`src/rtl/uart_pkg.sv`:
```
// uart_pkg: definitions shared by the UART receive path and the future uart_tx.
//   - DATA_BITS                       : payload width of one character
//   - DEFAULT_CLK_FREQ_HZ/_BAUD_RATE  : board defaults (12 MHz core, 115200 baud)
//   - rx_state_e                      : receive FSM state encoding
package uart_pkg;

  localparam int DATA_BITS           = 8;
  localparam int DEFAULT_CLK_FREQ_HZ = 12_000_000;
  localparam int DEFAULT_BAUD_RATE   = 115_200;

  typedef enum logic [2:0] {
    ST_IDLE   = 3'd0,
    ST_START  = 3'd1,
    ST_DATA   = 3'd2,
    ST_PARITY = 3'd3,  // reachable only when UART_RX_PARITY_EN is defined
    ST_STOP   = 3'd4,
    ST_BREAK  = 3'd5
  } rx_state_e;

endpackage

```
`src/rtl/sync_2ff.sv`:
```
// sync_2ff: two-flop synchroniser for a single asynchronous input.
//   clk       in   destination clock
//   rst_n     in   asynchronous active-low reset
//   d         in   asynchronous input
//   q         out  synchronised output (two clk cycles of latency)
// RESET_VAL sets the value both flops take in reset, so an idle-high line
// does not look like an edge when reset is released.
module sync_2ff #(
  parameter logic RESET_VAL = 1'b0
) (
  input  logic clk,
  input  logic rst_n,
  input  logic d,
  output logic q
);

  logic meta;

  always_ff @(posedge clk or negedge rst_n) begin
    if (!rst_n) begin
      meta <= RESET_VAL;
      q    <= RESET_VAL;
    end else begin
      meta <= d;
      q    <= meta;
    end
  end

endmodule

```
`src/rtl/uart_rx.sv`:
```
// uart_rx: serial receive front end (8N1, optional even parity).
//   CLK_I         in   core clock
//   RST_N_I       in   asynchronous active-low reset
//   RX_I          in   raw serial line, asynchronous, idle high
//   DATA_O        out  received byte (LSB first on the wire)
//   VALID_O       out  DATA_O holds an unconsumed byte
//   READY_I       in   consumer takes DATA_O when VALID_O && READY_I
//   FRAME_ERR_O   out  one-cycle pulse: stop bit sampled low
//   OVERRUN_O     out  one-cycle pulse: completed byte dropped, slot full
//   BUSY_O        out  high while the FSM is not in IDLE
//   PARITY_ERR_O  out  one-cycle pulse at completion on parity mismatch
//                      (port exists only with UART_RX_PARITY_EN)
// Build option: define UART_RX_PARITY_EN for an 11-bit frame with one even
// parity bit between the data bits and the stop bit.
module uart_rx
  import uart_pkg::*;
#(
  parameter int CLK_FREQ_HZ = DEFAULT_CLK_FREQ_HZ,
  parameter int BAUD_RATE   = DEFAULT_BAUD_RATE
) (
  input  logic                 CLK_I,
  input  logic                 RST_N_I,
  input  logic                 RX_I,
  output logic [DATA_BITS-1:0] DATA_O,
  output logic                 VALID_O,
  input  logic                 READY_I,
  output logic                 FRAME_ERR_O,
  output logic                 OVERRUN_O,
  output logic                 BUSY_O
`ifdef UART_RX_PARITY_EN
  ,
  output logic                 PARITY_ERR_O
`endif
);

  localparam int CLKS_PER_BIT = CLK_FREQ_HZ / BAUD_RATE;
  localparam int CNT_W        = $clog2(CLKS_PER_BIT);
  localparam logic [CNT_W-1:0] BIT_RELOAD  = CNT_W'(CLKS_PER_BIT - 1);
  localparam logic [CNT_W-1:0] HALF_RELOAD = CNT_W'(CLKS_PER_BIT / 2 - 1);
  localparam logic [2:0]       LAST_BIT    = 3'(DATA_BITS - 1);

  if (CLKS_PER_BIT < 8) begin : g_cpb_check
    $error("uart_rx: CLK_FREQ_HZ/BAUD_RATE must be at least 8");
  end

  logic                 rxs;
  rx_state_e            state;
  logic [CNT_W-1:0]     cnt;
  logic [2:0]           bit_idx;
  logic [DATA_BITS-1:0] shreg;
  logic                 strobe;
`ifdef UART_RX_PARITY_EN
  logic                 par_bad;
`endif

  // Line idles high, so the synchroniser resets to 1 to avoid a false start.
  sync_2ff #(.RESET_VAL(1'b1)) u_sync (
    .clk   (CLK_I),
    .rst_n (RST_N_I),
    .d     (RX_I),
    .q     (rxs)
  );

  // Sample point: the down-counter reaching zero. START loads half a bit so
  // every later strobe lands mid-bit.
  assign strobe = (cnt == '0);

  always_ff @(posedge CLK_I or negedge RST_N_I) begin
    if (!RST_N_I) begin
      state       <= ST_IDLE;
      cnt         <= '0;
      bit_idx     <= '0;
      // NOTE: the shift register is reset as well, so DATA_O can never load an X.
      shreg       <= '0;
      DATA_O      <= '0;
      VALID_O     <= 1'b0;
      FRAME_ERR_O <= 1'b0;
      OVERRUN_O   <= 1'b0;
      BUSY_O      <= 1'b0;
`ifdef UART_RX_PARITY_EN
      par_bad      <= 1'b0;
      PARITY_ERR_O <= 1'b0;
`endif
    end else begin
      // NOTE: non-blocking throughout: every branch sees pre-edge values, and a
      // later assignment in this block overrides an earlier default.
      FRAME_ERR_O <= 1'b0;
      OVERRUN_O   <= 1'b0;
`ifdef UART_RX_PARITY_EN
      PARITY_ERR_O <= 1'b0;
`endif

      // Consumer handshake; a completion below may reload the slot instead.
      if (VALID_O && READY_I) VALID_O <= 1'b0;

      if (state != ST_IDLE) cnt <= strobe ? BIT_RELOAD : cnt - 1'b1;

      case (state)
        ST_IDLE: begin
          if (!rxs) begin
            cnt    <= HALF_RELOAD;
            state  <= ST_START;
            BUSY_O <= 1'b1;
          end
        end

        ST_START: begin
          if (strobe) begin
            if (rxs) begin
              // Line went high again by mid start bit: treat as a glitch.
              state  <= ST_IDLE;
              BUSY_O <= 1'b0;
            end else begin
              state   <= ST_DATA;
              bit_idx <= '0;
            end
          end
        end

        ST_DATA: begin
          if (strobe) begin
            shreg[bit_idx] <= rxs;
            if (bit_idx == LAST_BIT) begin
`ifdef UART_RX_PARITY_EN
              state <= ST_PARITY;
`else
              state <= ST_STOP;
`endif
            end else begin
              bit_idx <= bit_idx + 1'b1;
            end
          end
        end

`ifdef UART_RX_PARITY_EN
        ST_PARITY: begin
          if (strobe) begin
            // Even parity: data bits plus parity bit hold an even number of ones.
            par_bad <= rxs ^ (^shreg);
            state   <= ST_STOP;
          end
        end
`endif

        ST_STOP: begin
          if (strobe) begin
            if (rxs) begin
              // Slot is free if empty or being emptied in this same cycle.
              if (!VALID_O || READY_I) begin
                DATA_O  <= shreg;
                VALID_O <= 1'b1;
              end else begin
                OVERRUN_O <= 1'b1;
              end
`ifdef UART_RX_PARITY_EN
              PARITY_ERR_O <= par_bad;
`endif
              state  <= ST_IDLE;
              BUSY_O <= 1'b0;
            end else begin
              FRAME_ERR_O <= 1'b1;
              state       <= ST_BREAK;
            end
          end
        end

        ST_BREAK: begin
          // A held-low line must return high before a new start bit counts.
          if (rxs) begin
            state  <= ST_IDLE;
            BUSY_O <= 1'b0;
          end
        end

        default: begin
          state  <= ST_IDLE;
          BUSY_O <= 1'b0;
        end
      endcase
    end
  end

endmodule

```
`config.mk`:
```
export PLATFORM = sky130hd
export DESIGN_NAME = uart_rx
export DESIGN_NICKNAME = d
export VERILOG_FILES = /design/src/rtl/uart_pkg.sv /design/src/rtl/sync_2ff.sv /design/src/rtl/uart_rx.sv
export SDC_FILE = /design/constraint.sdc
export NUM_CORES = 1
export LEC_CHECK = 0
export ABC_AREA = 1
export CAP_MARGIN = 15
export CORE_ASPECT_RATIO = 0.9
export CORE_MARGIN = 2
export CORE_UTILIZATION = 44
export DETAILED_ROUTE_END_ITERATION = 10
export PLACE_DENSITY = 0.61
export SLEW_MARGIN = 20
export SYNTH_ARGS = -nofsm -noshare
export SYNTH_HDL_FRONTEND = slang
export SYNTH_SLANG_ARGS = --single-unit
```
`constraint.sdc`:
```
create_clock -name CLK_I -period 1.61 [get_ports CLK_I]
set_input_delay 0.322 -clock CLK_I [delete_from_list [all_inputs] [get_ports CLK_I]]
set_output_delay 0.322 -clock CLK_I [all_outputs]
set_load 0.02 [all_outputs]
```
==> run summary, run 1 <==
TritonCTS built the clock tree. The tools report the total half-perimeter wirelength after legalization and detailed placement as 2320 um. Dividing the detail-routed wire length by the instance count gives 11.9 um.

The worst reg2reg path endpoint is shreg[2]$_DFFE_PN0P_. The library cell occupying the most area in the post-synthesis netlist is sky130_fd_sc_hd__dfrtp_1. For the sequential cell area fraction in the yosys report, the log shows 0.482. The tightest min-delay check is of the reg -> reg type. For the starting utilization of the core area, the log shows 0.453. For the worst setup path, the data required time is 1290 ps.

Max-cap violations in this run came to 0. The number of cells on the worst reg-to-reg path came out at 9. Across all hold checks on the routed design, the worst slack comes to 357 ps. For the number of nets in the layout, the log shows 248. For this run, the leading register cell type out of synthesis is sky130_fd_sc_hd__dfrtp_1.

For this design the top-level I/O count stands at 16. The time the final worst path needs with I/O delays and setup was 1570 ps; the switching power summed over all nets was 0.000353 W. The area share of the leading cell type in the synthesized netlist is 0.454. Overall power consumption after layout is estimated at 0.00171 W. Dividing total power by cell area gives a power density of 744 mW/mm2. Along the worst hold path, the cell count comes to 0. Maximum frequency from static timing analysis: 637 MHz. Net count after synthesis: 217. The H-tree was split into 2 levels. Relative to the synthesized area, the layout overhead comes to 26.2%. The mean instance size in the synthesized netlist came out at 8.71 um2. The run gives 472 uV as the peak ir drop on the vdd network. The total instance count after detailed placement was 274; the worst-case clock skew was 2.80 ps. Via count of the first global-routing pass: 1277. Sorting the synthesized cells by area gives the leading types as sky130_fd_sc_hd__dfrtp_1, sky130_fd_sc_hd__nand2_1, sky130_fd_sc_hd__nand3_1, sky130_fd_sc_hd__inv_1, sky130_fd_sc_hd__nor2_4. The setup path with the least slack is of type reg -> out.

For this design the static power due to leakage is 1.10 nW. On the worst path, the slowest cell contributes a delay of 610 ps. For the warning count from the yosys run, the log shows 0.

For this design, the sink count on the clock tree is 35. The flow ran to the end, and the final reports show no timing, DRC or antenna violations. The die width works out to 71.8 um.

Setup repair after global routing could not meet its margin everywhere. The run gives 0 as the final number of hold-violating endpoints. The critical path goes through clkdlybuf4s50_1. The overall die height was 65.0 um; the number of synthesized register bits was 35.

Cell with the most instances after synthesis: sky130_fd_sc_hd__nand2_1. Cell internal power was estimated by the tool at 0.00136 W. The beginning of the worst hold path was u_sync.meta$_DFF_PN1_. STA puts the critical path data arrival time at 1250 ps. Category of cells accounting for the largest share of critical-path delay: buffers and inverters. The logs give 4 for the count of TritonRoute iterations in the first routing pass and 0.460 for the clock share of power. The worst-skew pair later-pin latency was 280 ps. The fraction of final layout cells with drive strength greater than 1 is 0.257. For this design, the CTS-stage hold fixing added 0 buffers.

The final worst-path cycle share is 0.976, and the global-route usage over all layers is 0.160. The critical register-to-register path startpoint is cnt[1]$_DFF_PN0_. For the relative contribution of sequential cells to total power, the log shows 0.518. The run gives 5820 um as the global-route wire length before repair. The run gives 0 as the final global-route overflow total.

In the routed layout, each cell is associated on average with a via count of 4.77. Number of buffers inserted during clock tree synthesis: 5. The tools report the kind of end point of the critical path as an output port. The final design utilization is 0.572.

Ranked by instance count, the synthesized netlist is headed by sky130_fd_sc_hd__nand2_1, sky130_fd_sc_hd__dfrtp_1, sky130_fd_sc_hd__inv_1, sky130_fd_sc_hd__nand3_1, sky130_fd_sc_hd__nor2_1. The synthesized netlist contains 26 unique library cells. The floorplan step defined a core boundary enclosing 0.00402 mm2. The post-synthesis async set-or-reset flop share was 1.00; the clock transition at the registers of the reported paths was 70 ps. After the first detailed-routing iteration, the DRC count stood at 92. Entering global routing, the biggest net connects 36 pins.

The switching fraction of total power is 0.206, and the number of instances in the synthesized netlist is 209. The logs give 3450 um for the sum of routed wire length over all layers and 1378 for the total number of vias. The slowest stage of the critical path belongs to the cell sky130_fd_sc_hd__clkdlybuf4s50_1.

The tools report the number of inserted diodes as 0. For the total number of placement rows, the log shows 22. The tools report the critical path startpoint category as a flop.

The die covers 0.00467 mm2. The final weighted congestion of routability-driven global placement was 0.848; the area of the mapped netlist was 0.00182 mm2. Setup violations remaining at the end of the flow were counted as 0.

The initial antenna violation count was 0. Combinational cell fraction of total power: 0.022. The worst hold path terminates at u_sync.q$_DFF_PN1_.

Clock tree synthesis selected as its root buffer the cell sky130_fd_sc_hd__clkbuf_8. The clock passes through at most 2 buffers. The finished layout holds 289 standard cells, fillers aside. Counting flops with a built-in enable in the synthesized netlist gives 0.

The worst slew margin relative to its limit is 0.801, and the number of buffers inserted by port buffering is 15. At the pin with the least slew margin, the transition time is 298 ps. The register-to-register path setup slack came out at 50 ps. The count of final max-slew check failures is 0, and the worst path buffer plus inverter count is 1.

Once detail routing completed, the nets flagged for antenna violations numbered 0. Of all nets on the critical path, the largest fanout is 2. In the routed design, unresolved DRC markers number 0.
## logic make-up (layout without fill, tap and decap cells)
family	count (synthesis)	after routing	synth area share
simple gates	112	113	0.326
compound gates	23	23	0.0818
flops	35	35	0.482
buf+inv	33	64	0.0722
xor+xnor	2	2	0.00962
fa+ha+maj	4	4	0.0275
## how the worst max path moves through the flow
| stage | start | slack [ps] | cells after the start | endpoint |
|---|---|---|---|---|
| 4_1_cts | cnt[1]$_DFF_PN0_ | 10 | 9 | DATA_O[7]$_DFFE_PN0P_ |
| 5_1_grt | cnt[0]$_DFF_PN0_ | -60 | 9 | shreg[6]$_DFFE_PN0P_ |
| 6_report | DATA_O[0]$_DFFE_PN0P_ | 40 | 1 | DATA_O[0] |
| 3_3_place_gp | cnt[1]$_DFF_PN0_ | 50 | 9 | DATA_O[7]$_DFFE_PN0P_ |
| 3_5_place_dp | cnt[1]$_DFF_PN0_ | 20 | 9 | DATA_O[7]$_DFFE_PN0P_ |
| 2_1_floorplan | cnt[0]$_DFF_PN0_ | 150 | 10 | DATA_O[0]$_DFFE_PN0P_ |
## per-layer routing
layer	vias up	part of all wire	GRT usage
met1	637	0.54	0.237
met4	0	0.012	0.0495
met2	16	0.41	0.226
met3	5	0.033	0.0435
li1	720	-	-
met5	-	0	0
## stage by stage
step	setup TNS [ps]	setup slack, ps	instance area (um2)
after detailed placement	0	22.9	2050
after global placement	0	47.5	2050
after global routing	-398	-64.0	2300
after CTS	0	11.5	2170
after floorplan	0	149	1820
final	0	39.3	2300
## cell usage in the layout, fill, tap and decap left out, drive strengths merged, types with 3 or more instances in the layout
| cell | netlist | routed |
|---|---|---|
| nand2 | 58 | 58 |
| dfrtp | 33 | 33 |
| inv | 32 | 32 |
| nand3 | 27 | 28 |
| nor2 | 24 | 24 |
| o21ai | 21 | 21 |
| clkdlybuf4s50 | 0 | 12 |
| buf | 1 | 9 |
| clkbuf | 0 | 5 |
| ha | 4 | 4 |
| dlymetal6s2s | 0 | 3 |
## timing repair
action / CTS / global route
buffers inserted: 0 / 6
setup endpoints to repair: 0 / 22
gates resized for setup: 0 / 16
## flip-flops by register name, summed over array words and instances (netlist names)
register and count:
shreg 8, DATA_O 8, OVERRUN_O 1, u_sync.meta 1, FRAME_ERR_O 1, cnt 7, VALID_O 1, bit_idx 3
state 3, BUSY_O 1, u_sync.q 1
## power groups by stage
stage               Clock, W  Sequential (W)  Combinational [W]
floorplan                  0        0.000902         0.00000656
global placement           0        0.000904          0.0000399
detailed placement         0        0.000903          0.0000398
CTS                 0.000808        0.000886          0.0000397
global route        0.000865        0.000886          0.0000441
finish              0.000786        0.000886          0.0000377
## final cells by class
| class | count | area, um2 |
|---|---|---|
| fill | 368 | 1720 |
| sequential | 35 | 878 |
| multi-input combinational | 142 | 876 |
| timing repair buffer | 24 | 250 |
| inverter | 32 | 120 |
| clock buffer | 5 | 68.8 |
| tap | 48 | 60.1 |
| clock inverter | 3 | 43.8 |
(Power assumes the default switching activity.)
==> run 2: changes to the inputs <==
--- a/config.mk
+++ b/config.mk
@@ -7,11 +7,13 @@
 export LEC_CHECK = 0
 export ABC_AREA = 1
 export CAP_MARGIN = 15
+export CELL_PAD_IN_SITES_DETAIL_PLACEMENT = 0
+export CELL_PAD_IN_SITES_GLOBAL_PLACEMENT = 1
 export CORE_ASPECT_RATIO = 0.9
 export CORE_MARGIN = 2
-export CORE_UTILIZATION = 44
+export CORE_UTILIZATION = 43
 export DETAILED_ROUTE_END_ITERATION = 10
-export PLACE_DENSITY = 0.61
+export PLACE_DENSITY = 0.75
 export SLEW_MARGIN = 20
 export SYNTH_ARGS = -nofsm -noshare
 export SYNTH_HDL_FRONTEND = slang
==> run summary, run 2 (synthesis gave the netlist of run 1 again) <==
The clock transition at the registers of the reported paths was 80 ps (was 70 ps). The worst-case clock skew is 9.15 ps (was 2.80 ps), and the post-detailed-route count of antenna-violating nets is 0 (unchanged). The peak ir drop on the vdd network was 339 uV (was 472 uV). TritonCTS built the clock tree. The worst path buffer plus inverter count was 2 (was 1).

The run gives 4 (unchanged) as the count of TritonRoute iterations in the first routing pass. The fraction of final layout cells with drive strength greater than 1 came out at 0.270 (was 0.257). The cell with the largest stage delay on the worst path was sky130_fd_sc_hd__dfrtp_1 (was sky130_fd_sc_hd__clkdlybuf4s50_1). The tools report the initial antenna violation count as 0 (unchanged). Max-capacitance violation count: 0 (unchanged). The level count of the clock H-tree came out at 2 (unchanged). The total instance count after detailed placement was 276 (was 274).

Registers with the most flip-flops: DATA_O (8), shreg (8), cnt (7) (unchanged). For the starting utilization of the core area, the log shows 0.447 (was 0.453). The cell area power density was 688 mW/mm2 (was 744 mW/mm2); the total number of vias was 1398 (was 1378). The core outline area came out at 0.00407 mm2 (was 0.00402 mm2).

Most frequent standard cell in the layout excluding fill and tap cells: sky130_fd_sc_hd__nand2_1 (unchanged). The worst-skew pair later-pin latency is 290 ps (was 280 ps), and the final global-route overflow total is 0 (unchanged). The worst slew margin relative to its limit was 0.810 (was 0.801).

The buffer type at the clock tree root was sky130_fd_sc_hd__clkbuf_8 (unchanged). The run gives 5 (unchanged) as the number of buffers inserted during clock tree synthesis. Category of cells accounting for the largest share of critical-path delay: simple AND/OR/NAND/NOR gates (was buffers and inverters).

The detailed-route vias per instance was 4.84 (was 4.77). Global-route wire length before repair: 6170 um (was 5820 um). The number of non-filler instances in the completed layout came out at 289 (unchanged). The logs give 1790 ps (was 1290 ps) for the required time of the worst setup path and 634 MHz (was 637 MHz) for the maximum frequency from static timing analysis. The actual slew at the worst max-slew pin is 285 ps (was 298 ps), and the layout overhead on the synthesized area is 24.2% (was 26.2%). The run gives 0.865 (was 0.848) as the final weighted congestion of routability-driven global placement. Final worst-path cycle share: 0.980 (was 0.976). Setup repair after global routing could not meet its margin everywhere.

The total of endpoints with negative setup slack in the final report is 0 (unchanged). The area enclosed by the die boundary is 0.00477 mm2 (was 0.00467 mm2), and the number of placed I/O pins is 16 (unchanged). The overall die height was 65.7 um (was 65.0 um); the number of nets in the layout was 248 (unchanged).

The number of buffers inserted by port buffering came out at 15 (unchanged). Cell Chain, Critical Path: inv_2, ha_4, inv_2, nor2_4, nand3_4, nor2_4, nand3_1, nand2_1, o21ai_1 (was clkdlybuf4s50_1). The flow ran to the end, and the final reports show no timing, DRC or antenna violations. The logs give 359 ps (was 357 ps) for the worst hold slack after final layout and 0 (unchanged) for the count of final max-slew check failures. The sink count of the clock tree is 35 (unchanged), and the time the final worst path needs with I/O delays and setup is 1580 ps (was 1570 ps). Commonest cells after routing, fill and taps aside: sky130_fd_sc_hd__nand2_1, sky130_fd_sc_hd__dfrtp_1, sky130_fd_sc_hd__inv_1 (unchanged). The number of violations reported at the end of detailed-routing iteration 0 is 49 (was 92), and the wire length per cell is 13.1 um (was 11.9 um).

The worst stage delay on the critical path is 390 ps (was 610 ps), and the global-route usage over all layers is 0.170 (was 0.160). The pin count of the biggest net entering global routing was 23 (was 36). DRC violations left: 0 (unchanged). The signal arrival time at the worst endpoint is 1760 ps (was 1250 ps), and the die width is 72.6 um (was 71.8 um). The tools report the critical path startpoint category as a flop (unchanged). The tools report the kind of end point of the critical path as a flop (was an output port).

The total number of placement rows is 22 (unchanged). The type of the worst setup path is reg -> reg (was reg -> out). The path type of the worst min-delay path is reg -> reg (unchanged). The largest fanout on the critical path came out at 8 (was 2). The final number of hold-violating endpoints was 0 (unchanged); the maximum buffer depth of the clock tree was 2 (unchanged). The tools report the via count of the first global-routing pass as 1357 (was 1277). The total half-perimeter wirelength after legalization and detailed placement was 2610 um (was 2320 um).

The tools report the sum of routed wire length over all layers as 3780 um (was 3450 um). The logs give 0 (unchanged) for the number of inserted diodes and 1.17 nW (was 1.10 nW) for the leakage power figure.
run 2: cell count changes in the layout (fill, tap and decap cells not counted), moves of 2 or more:
cell                              before  now
sky130_fd_sc_hd__clkinvlp_4            0    2
sky130_fd_sc_hd__buf_12                2    0
sky130_fd_sc_hd__dlymetal6s2s_1        3    9
sky130_fd_sc_hd__clkdlybuf4s50_1      12    6
sky130_fd_sc_hd__buf_4                 7    9
run 2: where the power goes:
part	total [W]	internal (W)	switching [W]
Combinational	0.0000356	0.0000112	0.0000243
Sequential	0.000886	0.000883	0.00000280
Clock	0.000634	0.000301	0.000334
run 2: worst paths after layout:
path	slack [ps]	cells past startpoint	startpoint	endpoint
hold reg to reg	360	0	u_sync.meta$_DFF_PN1_	u_sync.q$_DFF_PN1_
min in group asynchronous	370	2	RST_N_I	cnt[4]$_DFF_PN0_
setup / recovery	30	9	cnt[1]$_DFF_PN0_	shreg[1]$_DFFE_PN0P_
setup reg to reg	30	9	cnt[1]$_DFF_PN0_	shreg[1]$_DFFE_PN0P_
max in group asynchronous	970	2	RST_N_I	shreg[0]$_DFFE_PN0P_
hold / removal	360	0	u_sync.meta$_DFF_PN1_	u_sync.q$_DFF_PN1_
run 2: area by class of cell:
cell class                 instances  area [um2]
clock inverter                     3        20.0
multi-input combinational        142         873
sequential                        35         878
tap                               48        60.1
inverter                          32         120
fill                             367        1810
clock buffer                       5        68.8
timing repair buffer              24         240
run 2: what timing repair did:
| item | in CTS | in global routing |
|---|---|---|
| resized for setup | 0 | 24 |
| hold buffers | 0 | 0 |
| buffers inserted | 0 | 4 |
| setup endpoints to repair | 0 | 30 |
run 2: layer usage:
metal	global-route usage	wire, um	vias to the layer above
li1	-	-	726
met4	0.0648	32	0
met1	0.234	1910	647
met2	0.252	1710	21
met5	0	0	-
met3	0.0475	127	4
run 2: stage by stage:
step	total power [W]	setup slack (ps)	util	setup TNS (ps)	cell area, um2
after floorplan	0.000909	149	-	0	1820
after global placement	0.000939	98.8	0.505	0	2060
after detailed placement	0.000940	30.0	0.505	0	2060
after CTS	0.00158	5.93	0.527	0	2150
after global routing	0.00162	-54.5	0.555	-321	2260
final	0.00156	32.5	0.555	0	2260
run 2: worst register-to-register path, stage by stage, from the launching register on:
cell and delay, ps:
sky130_fd_sc_hd__dfrtp_1 390, sky130_fd_sc_hd__inv_2 80, sky130_fd_sc_hd__ha_4 130, sky130_fd_sc_hd__inv_2 40, sky130_fd_sc_hd__nor2_4 150, sky130_fd_sc_hd__nand3_4 110
sky130_fd_sc_hd__nor2_4 280, sky130_fd_sc_hd__nand3_1 140, sky130_fd_sc_hd__nand2_1 80, sky130_fd_sc_hd__o21ai_1 60
==> run 3: changes to the inputs <==
==> constraint.sdc (replaced) <==
create_clock -name CLK_I -period 1.61 [get_ports CLK_I]
set_input_delay 0.322 -clock CLK_I [delete_from_list [all_inputs] [get_ports CLK_I]]
set_output_delay 0.322 -clock CLK_I [all_outputs]
set_load 0.05 [all_outputs]
==> run summary, run 3 (synthesis gave the netlist of run 1 again) <==
For the total instance count after detailed placement, the log shows 275 (was 276). The number of buffers inserted by port buffering came out at 15 (unchanged). The buffer type at the clock tree root was sky130_fd_sc_hd__clkbuf_8 (unchanged).

The total half-perimeter wirelength after legalization and detailed placement came out at 2590 um (was 2610 um). Number of filler instances in the final layout: 389 (was 367). The worst-skew pair later-pin latency was 290 ps (about the same); the max-capacitance violation count was 0 (unchanged).

The wire length per cell works out to 12.3 um (was 13.1 um). Total power: 0.00162 W (was 0.00156 W). Total negative slack for setup checks: 0 ps (unchanged). The initial antenna violation count came out at 0 (unchanged).

The cell area power density was 732 mW/mm2 (was 688 mW/mm2). Registers with the most flip-flops: DATA_O (8), shreg (8), cnt (7) (unchanged). For the core outline area, the log shows 0.00407 mm2 (unchanged). The sink count of the clock tree is 35 (unchanged). The final worst-path cycle share is 0.961 (was 0.980).

The signal arrival time at the worst endpoint was 1730 ps (was 1760 ps); the actual slew at the worst max-slew pin was 284 ps (was 285 ps). The total number of placement rows is 22 (unchanged). The flow ran to the end, and the final reports show no timing, DRC or antenna violations.

TritonCTS built the clock tree. The beginning of the worst hold path is u_sync.meta$_DFF_PN1_ (unchanged). Total number of vias: 1421 (was 1398). The DRC violations left was 0 (unchanged); the met1 track utilization from global routing was 0.225 (was 0.234).

The path type of the worst min-delay path is reg -> reg (unchanged). Layout overhead on the synthesized area: 21.7% (was 24.2%). The count of final max-slew check failures was 0 (unchanged); the count of TritonRoute iterations in the first routing pass was 4 (unchanged). The final number of hold-violating endpoints was 0 (unchanged).

The number of violations reported at the end of detailed-routing iteration 0 is 98 (was 49). The sum of routed wire length over all layers is 3550 um (was 3780 um), and the maximum buffer depth of the clock tree is 2 (unchanged). The critical register-to-register path startpoint was cnt[1]$_DFF_PN0_ (unchanged). The via count of the first global-routing pass is 1338 (was 1357), and the worst-case clock skew is 5.75 ps (was 9.15 ps). The detailed-route vias per instance is 4.93 (was 4.84). The total of endpoints with negative setup slack in the final report came out at 0 (unchanged). Commonest cells after routing, fill and taps aside: sky130_fd_sc_hd__nand2_1, sky130_fd_sc_hd__dfrtp_1, sky130_fd_sc_hd__inv_1 (unchanged). Required time of the worst setup path: 1790 ps (about the same). The tools report the number of nets in the layout as 247 (was 248). Startpoint of the most critical setup path: cnt[1]$_DFF_PN0_ (unchanged). The worst slew margin relative to its limit is 0.811 (was 0.810). The critical path startpoint category was a flop (unchanged).

The clock transition at the registers of the reported paths is 70 ps (was 80 ps). The type of the worst setup path was reg -> reg (unchanged). For the number of inserted diodes, the log shows 0 (unchanged).

The global-route wire length before repair was 6100 um (was 6170 um); the number of cells on the worst reg-to-reg path was 11 (was 9). The met2 track utilization from global routing is 0.259 (was 0.252), and the leakage power figure is 1.05 nW (was 1.17 nW). The run gives 0 (unchanged) as the final global-route overflow total. The run gives 16 (unchanged) as the number of placed I/O pins. For the number of buffers inserted during clock tree synthesis, the log shows 5 (unchanged). The time the final worst path needs with I/O delays and setup was 1550 ps (was 1580 ps). The die width is 72.6 um (unchanged). The tools report the level count of the clock H-tree as 2 (unchanged).

The run gives 0.169 (was 0.170) as the global-route usage over all layers. The area enclosed by the die boundary came out at 0.00477 mm2 (unchanged). The peak ir drop on the vdd network was 322 uV (was 339 uV). The post-detailed-route count of antenna-violating nets is 0 (unchanged), and the cell area after placement is 0.00202 mm2 (was 0.00206 mm2). The fraction of final layout cells with drive strength greater than 1 was 0.296 (was 0.270). The most frequent standard cell in the layout excluding fill and tap cells was sky130_fd_sc_hd__nand2_1 (unchanged). The number of non-filler instances in the completed layout is 288 (was 289), and the starting utilization of the core area is 0.447 (unchanged). For the pin count of the biggest net entering global routing, the log shows 23 (unchanged).

The number of hold buffers added after CTS is 0 (unchanged), and the depth of the worst hold-timing path is 0 (unchanged). For the maximum frequency from static timing analysis, the log shows 646 MHz (was 634 MHz). The logs give 60 ps (was 30 ps) for the register-to-register path setup slack and 0.00222 mm2 (was 0.00226 mm2) for the cell area after layout.

The overall die height is 65.7 um (unchanged). The final weighted congestion of routability-driven global placement is 0.865 (unchanged). The largest fanout on the critical path came out at 4 (was 8). Setup repair after global routing could not meet its margin everywhere. The global routing met3 resource utilization was 0.0552 (was 0.0475). The kind of end point of the critical path was a flop (unchanged). The tools report the worst reg2reg path endpoint as bit_idx[0]$_DFFE_PN0P_ (was shreg[1]$_DFFE_PN0P_). Most utilized layer in the global route result: met2 (unchanged). The tools report the capture endpoint of the worst hold path as u_sync.q$_DFF_PN1_ (unchanged).
## run 3: timing repair
item,CTS,global route
setup buffers,0,4
endpoints found under the setup margin,5,19
gates resized for setup,0,12
pin swaps,1,5
endpoints found under the hold margin,0,0
gates cloned,1,0
## run 3: worst max-delay path by stage
stage / end / slack [ps] / cells past startpoint
3_3_place_gp: DATA_O[3]$_DFFE_PN0P_ / 80 / 9
6_report: bit_idx[0]$_DFFE_PN0P_ / 60 / 11
2_1_floorplan: DATA_O[0]$_DFFE_PN0P_ / 140 / 10
3_5_place_dp: DATA_O[3]$_DFFE_PN0P_ / -20 / 9
4_1_cts: bit_idx[0]$_DFFE_PN0P_ / 10 / 11
5_1_grt: bit_idx[0]$_DFFE_PN0P_ / -40 / 11
## run 3: power breakdown
part	leakage, nW	internal, W	total, W	switching (W)
registers	0.462	0.000884	0.000887	0.00000282
logic	0.542	0.0000112	0.0000367	0.0000254
clock network	0.0505	0.000389	0.000700	0.000311
## run 3: metal layers
metal	wire length, um	share of wire	up-vias
met5	0	0	-
met4	44	0.012	0
met3	147	0.041	6
met2	1650	0.47	23
met1	1710	0.48	666
li1	-	-	726
## run 3: area by class of cell
| type | count | area (um2) | area share |
|---|---|---|---|
| inverter | 32 | 120 | 0.0542 |
| multi-input combinational | 142 | 861 | 0.388 |
| timing repair buffer | 23 | 193 | 0.0870 |
| clock inverter | 1 | 7.51 | 0.00339 |
| clock buffer | 7 | 96.3 | 0.0435 |
| sequential | 35 | 878 | 0.396 |
| tap | 48 | 60.1 | 0.0271 |
## run 3: stage by stage
step | hold WS, ps | setup WS [ps] | util
after CTS | 364 | 12.7 | 0.524
after floorplan | 26.4 | 140 | -
final | 361 | 62.1 | 0.544
after global placement | 349 | 79.5 | 0.496
after global routing | 371 | -44.3 | 0.544
after detailed placement | 353 | -19.0 | 0.496
## run 3: critical path, stage by stage, from the launching register on
cell                      delay, ps
sky130_fd_sc_hd__dfrtp_1        390
sky130_fd_sc_hd__inv_2           90
sky130_fd_sc_hd__ha_4           130
sky130_fd_sc_hd__inv_2           40
sky130_fd_sc_hd__nor2_4         140
sky130_fd_sc_hd__inv_2           80
sky130_fd_sc_hd__nor2_8         180
sky130_fd_sc_hd__nand2_4         70
sky130_fd_sc_hd__nor2_4         150
sky130_fd_sc_hd__inv_2           70
sky130_fd_sc_hd__nand2_1         60
sky130_fd_sc_hd__nand2_1         60
==> edit 1, RTL diff (flow settings as in run 2) <==
The package constant `DEFAULT_CLK_FREQ_HZ` goes from 12_000_000 to 24_000_000.
--- a/src/rtl/uart_pkg.sv
+++ b/src/rtl/uart_pkg.sv
@@ -6,5 +6,5 @@
 
   localparam int DATA_BITS           = 8;
-  localparam int DEFAULT_CLK_FREQ_HZ = 12_000_000;
+  localparam int DEFAULT_CLK_FREQ_HZ = 24_000_000;
   localparam int DEFAULT_BAUD_RATE   = 115_200;
 
Function: same outputs for any inputs over 10 cycles, from zero or initial values and one cycle with RST_N_I low; that may be too few to reach the edited logic, so the function may still have changed.
==> edit 1 against run 2 <==
Sequential power up 2.8%. Power rose by 4.8%. Sequential cell count rose by 1. Sequential share of layout area shrank 0.36 points. Wire length is 7.2% higher. Setup slack better by 0.018 ns. Non-clock buffer count stayed put. Area after synthesis up 7.6%. Cell area up 3.8%. Critical endpoint is now DATA_O[0]. Largest cell class is now multi-input combinational cells.
==> edit 1: results (changes against run 2) <==
run_status:
  status: "complete, no violations"
synthesis:
  synth_compound_area_share_pct: 6.07  # -2.1 points
  syn_nets: 257  # +18%
  yosys-top-cells-area: "dfrtp_1 43%, nand2_1 14%, nand3_1 6.4%"
  synth_xor_area_share_pct: 0.447  # -0.52 points
  synthAdderAreaFrac_pct: 2.55  # -0.19 points
  ys_seq_area_share_pct: 46.1  # -2.1 points
  synth.distinct_cells: 25  # -3.8%
cells_and_area:
  nFillCells: 445  # +21%
  drive_gt1_share_pct: 17.6  # -9.3 points
  final_nets: 285  # +15%
critical_path:
  reg2reg_depth: 4  # -5
  arrival_ns: 1.24  # -0.52 ns
  slowest_stage: "clkdlybuf4s50_1"
  slowest_delay_ns: 0.60  # +0.21 ns
routing:
  wl_met2_um: 1610  # -6.1%
  routed_via_density: 4.61  # -4.7%
  wl_per_cell_um: 11.9  # -8.9%
  met1_length_um: 2300  # +20%
  first_iter_violations: 131  # +170%
global_routing:
  grt_start_max_net_pins: 37  # +61%
placed_design:
  pre_cts_ws_ns: 0.0918  # +0.0619 ns
  hpwlAfterDp_um: 2820  # +8.0%
  gp_congestion: 0.785  # -9.3%
power_and_ir_drop:
  worst_ir_drop_vdd_uv: 559  # +65%
  switchingPower_uw: 360  # -0.26%
  p_leak_nw: 1.24  # +6.5%
  p_seq_uw: 911  # +2.8%
sta:
  relSlewSlack_pct: 81.7  # +0.74 points
-- edit 1: changes by cell type in the layout (fill, tap and decap cells not counted), sizes merged, moves of 4 or more --
cell           change
nand2             +23
nor2              +12
dlymetal6s2s       -7
clkdlybuf4s50      +4
inv                +4
nand4              +4
o21ai              -4
-- edit 1: stage by stage --
stage / utilization (%) / hold slack [ns] / power (mW) / instance area, um2 / instances
2_1_floorplan: - / 0.0264 / 0.935 / 1960 / 249
3_3_place_gp: 50.0 / 0.303 / 0.969 / 2220 / 330
3_5_place_dp: 50.0 / 0.300 / 0.968 / 2220 / 330
4_1_cts: 52.3 / 0.353 / 1.65 / 2320 / 339
5_1_grt: 53.0 / 0.358 / 1.70 / 2350 / 340
6_report: 53.0 / 0.351 / 1.63 / 2350 / 340
-- edit 1: layer usage --
| layer | track usage (%) | vias up |
|---|---|---|
| li1 | - | 831 |
| met1 | 27.7 | 702 |
| met2 | 23.2 | 32 |
| met3 | 3.98 | 2 |
| met4 | 4.61 | 0 |
| met5 | 0 | - |
-- edit 1: layout make-up --
cell class,instances,share of cell area (%)
clock inverters,1,0.320
clock buffers,7,3.68
flip-flops and latches,36,38.5
multi-input cells,174,38.6
inverters,36,5.76
well taps,62,3.30
repair buffers,24,9.81
-- edit 1: final timing paths --
kind / start / endpoint / slack (ns)
max: DATA_O[0] / DATA_O[0] / 0.05
min: u_sync.meta / u_sync.q / 0.35
max reg2reg: u_sync.q / DATA_O[3] / 0.11
min reg2reg: u_sync.meta / u_sync.q / 0.35
max in group asynchronous: RST_N_I / u_sync.meta / 0.81
min in group asynchronous: RST_N_I / DATA_O[0] / 0.54
-- edit 1: logic make-up after synthesis --
family,count (synthesis)
flops,36
compound gates,17
simple gates,151
fa+ha+maj,4
xor+xnor,1
buf+inv,40
==> edit 2, RTL diff (flow settings as in run 2) <==
Made on the original files. Re-encode `rx_state_e` (6 states) as one-hot, 6 bits wide.
--- a/src/rtl/uart_pkg.sv
+++ b/src/rtl/uart_pkg.sv
@@ -9,11 +9,11 @@
   localparam int DEFAULT_BAUD_RATE   = 115_200;
 
-  typedef enum logic [2:0] {
-    ST_IDLE   = 3'd0,
-    ST_START  = 3'd1,
-    ST_DATA   = 3'd2,
-    ST_PARITY = 3'd3,  // reachable only when UART_RX_PARITY_EN is defined
-    ST_STOP   = 3'd4,
-    ST_BREAK  = 3'd5
+  typedef enum logic [5:0] {
+    ST_IDLE   = 6'b000001,
+    ST_START  = 6'b000010,
+    ST_DATA   = 6'b000100,
+    ST_PARITY = 6'b001000,  // reachable only when UART_RX_PARITY_EN is defined
+    ST_STOP   = 6'b010000,
+    ST_BREAK  = 6'b100000
   } rx_state_e;
 
Check against the original RTL: same outputs for any inputs over 10 cycles, from zero or initial values and one cycle with RST_N_I low; not proved beyond that.
==> edit 2 against run 2 <==
Wire length rose by 9.3%. Sequential cell count rose by 2. Utilization fell by 1.5 points. First-iteration DRC count rose by 37%. Cell area rose by 7.9%. Die area rose by 11%. Area after synthesis rose by 12%. Setup slack improved by 0.015 ns. Critical endpoint is now DATA_O[4].
Power is not compared: it rests on default switching activity, and its combinational part moved more than twofold at a synthesized area within 25%.
==> edit 2: results (changes against run 2) <==
run_status:
  status: "complete, no violations"
synthesis:
  yosys-top-cells-area: "dfrtp_1 42%, nand2_1 8.3%, inv_1 6.5%"
  synthArstFlopShare_pct: 100  # unchanged
  ys_seq_area_share_pct: 45.7  # -2.6 points
  synth.distinct_cells: 29  # +12%
  yosys-top-cells-count: "45 x nand2_1, 35 x inv_1, 35 x nor2_1, 34 x dfrtp_1, 11 x nand3_1"
  syn_avg_cell_area_um2: 8.31  # -4.6%
  syn_nets: 253  # +17%
  yosysWarnings: 0  # unchanged
placed_design:
  port_buffers: 15  # unchanged
  gp_congestion: 0.781  # -9.7%
  dpl_cell_area_mm2: 0.00230  # +12%
  hpwlAfterDp_um: 3180  # +22%
  dp_cells: 326  # +18%
cells_and_area:
  reg.largest.list: "DATA_O: 8 flops, shreg: 8 flops, cnt: 7 flops"
  final_nets: 281  # +13%
  drive_gt1_share_pct: 21.5  # -5.4 points
  antenna_cells: 0  # unchanged
  nFillCells: 458  # +25%
  instances_no_fill: 336  # +16%
min_path:
  hold_path.class: "register to register"
clock_tree:
  insertion_delay_ns: 0.28
  clk_pin_slew_ns: 0.07
  clockBufferDepth: 2  # unchanged
  numCtsBuffers: 5  # unchanged
  h-tree-depth: 2  # unchanged
  clockRootBuffer: "clkbuf_8"
global_routing:
  antenna_found_initial: 0  # unchanged
  grt_usage_pct: 17.1  # +0.16 points
  grt_start_max_net_pins: 21  # -8.7%
  grt_pass1_wl_um: 7240  # +17%
  grt_pass1_vias: 1529  # +13%
power_and_ir_drop:
  p_leak_nw: 1.23
  switchingPower_mw: 1.15
  worst_ir_drop_vdd_uv: 722
routing:
  routed_wl_um: 4130  # +9.3%
  first_pass_iters: 4  # unchanged
  routed_via_density: 4.72  # -2.4%
  first_iter_violations: 67  # +37%
critical_path:
  arrival_ns: 1.24  # -0.52 ns
  slowest_delay_ns: 0.61  # +0.22 ns
  slowest_stage: "clkdlybuf4s50_1"
  cp_max_fo: 2  # -6
  critPathTopFamily: "buffers and inverters"
sta:
  tightest_slew_ns: 0.442  # +0.157 ns
  skew_ns: 0.00586  # -0.00329 ns
## edit 2: path summary, 6_finish.rpt
path	from	to	slack, ns	cells past startpoint
hold / removal	u_sync.meta	u_sync.q	0.37	0
hold reg to reg	u_sync.meta	u_sync.q	0.37	0
min in group asynchronous	RST_N_I	cnt[2]	0.51	2
setup / recovery	DATA_O[4]	DATA_O[4]	0.05	1
setup reg to reg	state[0]	state[5]	0.13	7
max in group asynchronous	RST_N_I	shreg[1]	0.64	3
## edit 2: timing repair
action                                  in CTS  in global routing
pin swaps                                    1                  2
hold endpoints to repair                    14                  0
endpoints found under the setup margin       7                 10
gates cloned                                 0                  0
setup buffers                                1                  0
hold buffers                                 1                  0
gates resized for setup                      1                  7
## edit 2: kinds of logic after synthesis
family	synth area share, %
AND/OR/NAND/NOR	32.9
adder cells (fa/ha/maj)	2.46
AO/OA/AOI/OAI	8.73
XOR/XNOR	1.72
buffers and inverters	8.54
flip-flops	45.7
## edit 2: power groups by stage
| stage | Sequential [mW] | Clock [mW] | Combinational (mW) |
|---|---|---|---|
| after floorplan | 1.22 | 0 | 0.778 |
| after global placement | 1.23 | 0 | 1.06 |
| after detailed placement | 1.24 | 0 | 1.07 |
| after CTS | 1.22 | 0.642 | 1.08 |
| after global routing | 1.24 | 0.681 | 1.24 |
| final | 1.22 | 0.616 | 1.09 |
## edit 2: per-stage QoR
step / total power [mW] / utilization [%] / setup slack (ns) / TNS, ns
final: 2.92 / 54.0 / 0.0479 / 0
after global routing: 3.16 / 54.0 / 0.00273 / 0
after CTS: 2.93 / 53.4 / 0.0238 / 0
after detailed placement: 2.30 / 51.0 / -0.0110 / -0.0110
after global placement: 2.29 / 51.0 / 0.0336 / 0
after floorplan: 2.00 / - / 0.218 / 0
## edit 2: final cells by class
type	count	area, um2	share of cell area (%)
Tap cell	62	77.6	3.18
Timing Repair Buffer	24	244	10.0
Multi-Input combinational cell	164	955	39.1
Clock buffer	8	80.1	3.28
Sequential cell	37	930	38.1
Inverter	41	154	6.31
## edit 2: routing by layer
metal / track usage (%) / share of wire [%] / up-vias
li1: - / - / 825
met1: 25.0 / 51 / 734
met2: 25.6 / 45 / 22
met3: 3.52 / 3.1 / 6
met4: 5.45 / 1.1 / 0
met5: 0 / 0 / -
